File: config.mk
export PLATFORM = sky130hd
export DESIGN_NAME = bit_serializer
export DESIGN_NICKNAME = d
export VERILOG_FILES = /design/src/rtl/bit_serializer.sv
export SDC_FILE = /design/constraint.sdc
export NUM_CORES = 1
export LEC_CHECK = 0
export BUFFER_PORTS_ARGS = -buffer_cell sky130_fd_sc_hd__buf_4
export CAP_MARGIN = 20
export CORE_ASPECT_RATIO = 0.75
export CORE_MARGIN = 8
export CORE_UTILIZATION = 40
export CTS_BUF_LIST = sky130_fd_sc_hd__clkbuf_4
export DETAILED_ROUTE_END_ITERATION = 8
export SLEW_MARGIN = 20
export SYNTH_ARGS = -nofsm -noshare
export SYNTH_HDL_FRONTEND = slang
export SYNTH_SLANG_ARGS = --single-unit
File: constraint.sdc
create_clock -name clk -period 2.5 [get_ports clk]
set_clock_uncertainty 0.05 [all_clocks]
set_input_delay 0.5 -clock clk [delete_from_list [all_inputs] [get_ports clk]]
set_output_delay 0.5 -clock clk [all_outputs]
set_load 0.01 [all_outputs]
File: src/rtl/bit_serializer.sv
// Parallel-to-serial front end: takes WIDTH-bit words over valid/ready and emits
// them one bit per clock on sout, with a one-word hold register so words stream gap-free.
module bit_serializer #(
  parameter int WIDTH     = 8,
  parameter bit MSB_FIRST = 1'b1,
  parameter bit IDLE_BIT  = 1'b0
) (
  input  logic             clk,
  input  logic             rst,
  input  logic             load_valid,
  output logic             load_ready,
  input  logic [WIDTH-1:0] load_data,
  output logic             sout,
  output logic             bit_valid,
  output logic             word_done,
  output logic             busy
);

  localparam int CNT_W = (WIDTH > 1) ? $clog2(WIDTH) : 1;
  localparam logic [CNT_W-1:0] LAST_IDX   = CNT_W'(WIDTH - 1);
  localparam logic [CNT_W-1:0] PENULT_IDX = CNT_W'(WIDTH - 2);

  typedef enum logic {
    IDLE,
    SHIFT
  } state_t;

  state_t           state;
  logic [CNT_W-1:0] bit_cnt;
  logic             hold_full;
  logic [WIDTH-1:0] shreg;
  logic [WIDTH-1:0] hold;

  logic             accept;
  logic             last_bit;
  logic             load_from_hold;
  logic             load_from_in;
  logic             start_word;
  logic             shift_en;
  logic             hold_wr;
  logic [WIDTH-1:0] new_word;

  function automatic logic first_bit(input logic [WIDTH-1:0] w);
    return MSB_FIRST ? w[WIDTH-1] : w[0];
  endfunction

  // shreg keeps only the bits not yet on sout, so sout itself can be a flop.
  function automatic logic [WIDTH-1:0] rest_bits(input logic [WIDTH-1:0] w);
    return MSB_FIRST ? (w << 1) : (w >> 1);
  endfunction

  assign load_ready = !hold_full;

  always_comb begin
    accept         = load_valid && !hold_full;
    last_bit       = (state == SHIFT) && (bit_cnt == LAST_IDX);
    load_from_hold = last_bit && hold_full;
    load_from_in   = accept && ((state == IDLE) || last_bit);
    start_word     = load_from_hold || load_from_in;
    shift_en       = (state == SHIFT) && !last_bit;
    hold_wr        = accept && shift_en;
    new_word       = load_from_hold ? hold : load_data;
  end

  // Data path: no reset needed, contents are qualified by the control state.
  always_ff @(posedge clk) begin
    if (start_word) begin
      shreg <= rest_bits(new_word);
    end else if (shift_en) begin
      shreg <= rest_bits(shreg);
    end
    if (hold_wr) begin
      hold <= load_data;
    end
  end

  always_ff @(posedge clk or negedge rst) begin
    if (!rst) begin
      state     <= IDLE;
      bit_cnt   <= '0;
      hold_full <= 1'b0;
      sout      <= IDLE_BIT;
      bit_valid <= 1'b0;
      word_done <= 1'b0;
      busy      <= 1'b0;
    end else begin
      if (start_word) begin
        state     <= SHIFT;
        bit_cnt   <= '0;
        sout      <= first_bit(new_word);
        bit_valid <= 1'b1;
        word_done <= 1'b0;
        busy      <= 1'b1;
      end else if (shift_en) begin
        bit_cnt   <= bit_cnt + CNT_W'(1);
        sout      <= first_bit(shreg);
        bit_valid <= 1'b1;
        word_done <= (bit_cnt == PENULT_IDX);
        busy      <= 1'b1;
      end else begin
        // Idle, or the last bit finished with nothing queued behind it.
        state     <= IDLE;
        bit_cnt   <= '0;
        sout      <= IDLE_BIT;
        bit_valid <= 1'b0;
        word_done <= 1'b0;
        busy      <= 1'b0;
      end

      if (load_from_hold) begin
        hold_full <= 1'b0;
      end else if (hold_wr) begin
        hold_full <= 1'b1;
      end
    end
  end

endmodule
==> results.cfg <==
[synthesis]
synth_top_family_by_area = compound AO/OA/AOI/OAI gates
synth-compound-area-share = 0.156
yosys_warnings = 0
synth-seq-cells = 23
muxShareOfSynthArea = 0
synthCells = 65
yosysSeqAreaShare = 0.682
synth_cell_types = 21
synthAdderAreaFrac = 0.0394
synth.avg_cell_area_um2 = 14.7
synthXorXnorAreaFrac = 0
syn_area_um2 = 953
synthSimpleGateAreaFrac = 0.0748
syn-num-nets = 79

[min_path]
hp-class = input pin to flip-flop
hold_start = load_data[6]
worstHoldEndpoint = hold[6]
hold_path_depth = 1

[sta]
rsz0062_at_grt = no
min_period_ns = 1.87
setup_tns_ns = 0
hold_viol = 0
worst_pin_slew_ns = 0.441
slew_headroom = 0.706
setup_viol = 0
max_freq_ghz = 0.535
drv_slew = 0
min_period_over_period = 0.748

[clocking]
clockBufferDepth = 2
cts.clk_slew.worst_paths_ns = 0.12
post_cts_buffers = 0
clock-root-buffer = clkbuf_4
tritoncts = yes
clkSinkCount = 23
ctsHtreeMaxLevel = 1
clk_latency_ns = 0.31
cts-buffers-inserted = 3

[pwr]
switching_share = 0.297
p_seq_frac = 0.520
power_uw = 1120
power_frac_comb = 0.320
clockPowerShare = 0.160
power_leakage_uw = 0.000473
power_switching_uw = 333
p_int_uw = 789
peakVddDrop_v = 0.000470
power_density_nw_per_um2 = 989

[floorplanning]
initial_utilization = 0.420
die_h_um = 58.3
io_pins = 16
dieArea_um2 = 4220
die_x_um = 72.4
coreArea_um2 = 2270
rows = 15

[drt]
drt_iter0_drc = 32
ant_nets = 0
wire_per_inst_um = 14.3
post-route-drc-count = 0
drt_pre_antenna_iters = 4
num_vias = 585
totalWireLength_um = 1680
avgViaCountPerCell = 4.96

[worst_setup_path]
arrival_ns = 1.89
slowest_delay_ns = 0.41
path_delay_family = adder cells
reg2regPathDepth = 6
rr_endpoint = shreg[1]
required_ns = 2.52
crit_top_cell = ha_1
crit_buf_inv = 1
r2r_slack_ns = 0.63
r2r_start = bit_cnt[0]
cp-end-kind = flip-flop
criticalPathCategory = flip-flop to flip-flop
path_cells = ha_1 -> ha_1 -> nor2b_1 -> buf_4 -> nor2_1 -> a2bb2o_2
slowest_stage = dfrtp_1
startpoint_type = flip-flop
cp_max_fo = 8

[finish]
final_common_cell = buf_4
drive_gt1_frac = 0.274
antennaDiodeCount = 0
stdcell_count = 118
syn2layout_area_growth_pct = 18.9
final_core_util = 0.499
final_area_um2 = 1130
fin_nets = 99
final_cell_mix = buf_4, edfxtp_1, dfrtp_1, o32a_1, o21a_1
nFillCells = 202

[place]
place_hpwl_um = 1260
io_buffers = 15
dpl_cell_area_um2 = 1090
gp_congestion = 0.766
place_inst = 113

[global_route]
grt-ovfl-total = 0
grt_antenna_before_repair = 0
grt_pass1_wl_um = 2990
grt.total_usage = 0.0927
grt_start_max_net_pins = 13
grt_pass1_vias = 622

[outcome]
status = completed

[flow_run]
drv_cap = 0
-- metal layers --
layer	vias up	track usage	part of all wire
met5	-	0	0
met4	0	0.0341	0.010
met3	2	0.0448	0.052
met2	10	0.130	0.44
met1	291	0.120	0.50
li1	282	-	-
-- per-stage QoR --
stage | setup slack, ns | hold slack (ns)
5_1_grt | 0.498 | 0.294
3_3_place_gp | 0.690 | 0.273
3_5_place_dp | 0.640 | 0.277
4_1_cts | 0.624 | 0.313
6_report | 0.630 | 0.316
2_1_floorplan | 0.614 | 0.154
-- worst max-delay path by stage --
stage	startpoint	end	cells after the start
final	bit_cnt[0]	shreg[1]	6
after global placement	bit_cnt[0]	shreg[1]	6
after global routing	bit_cnt[0]	shreg[1]	6
after CTS	bit_cnt[0]	shreg[1]	6
after detailed placement	bit_cnt[0]	shreg[1]	6
after floorplan	bit_cnt[0]	hold[0]	4
-- registers in the layout (all words and copies together), names as in the netlist --
| register | count |
|---|---|
| state | 1 |
| busy | 1 |
| sout | 1 |
| hold_full | 1 |
| word_done | 1 |
| hold | 8 |
| bit_cnt | 3 |
| shreg | 7 |
-- power by group through the flow --
stage,Sequential (uW),Combinational [uW],Clock [uW]
final,583,359,179
after global routing,600,409,205
after CTS,585,366,185
after detailed placement,593,362,0
after global placement,589,359,0
after floorplan,589,253,0
-- cell usage after synthesis --
master    instances  area share
inv_1             4       0.016
nand2_1           1      0.0039
and3_1            1      0.0066
nor2b_1           1      0.0066
nand2b_1          1      0.0066
o21ai_0           1      0.0052
dfrtp_1           8        0.21
nor2_1            4       0.016
o32a_1            6       0.063
nand3_1           4       0.021
a21oi_2           1      0.0092
a21oi_1           2       0.010
edfxtp_1         15        0.47
a2bb2o_2          1       0.012
and2_1            1      0.0066
buf_4             1      0.0079
o21a_1            6       0.047
ha_1              3       0.039
buf_6             2       0.024
a22o_1            1      0.0092
or2b_1            1      0.0079
-- cell families (layout without fill, tap and decap cells) --
group | after synthesis | after routing
buf+inv | 7 | 26
flops | 23 | 23
simple gates | 14 | 14
compound gates | 18 | 18
fa+ha+maj | 3 | 3
-- what timing repair did --
action,in CTS,in global routing
hold buffers,1,0
endpoints found under the hold margin,8,0
resized for setup,0,0
-- final cells by class --
cell class / instances / area, um^2 / area share
clock buffer: 4 / 30.0 / 0.0265
sequential: 23 / 651 / 0.574
tap: 34 / 42.5 / 0.0375
multi-input combinational: 35 / 258 / 0.227
inverter: 4 / 15.0 / 0.0132
timing repair buffer: 18 / 138 / 0.121
(Power assumes the default switching activity.)
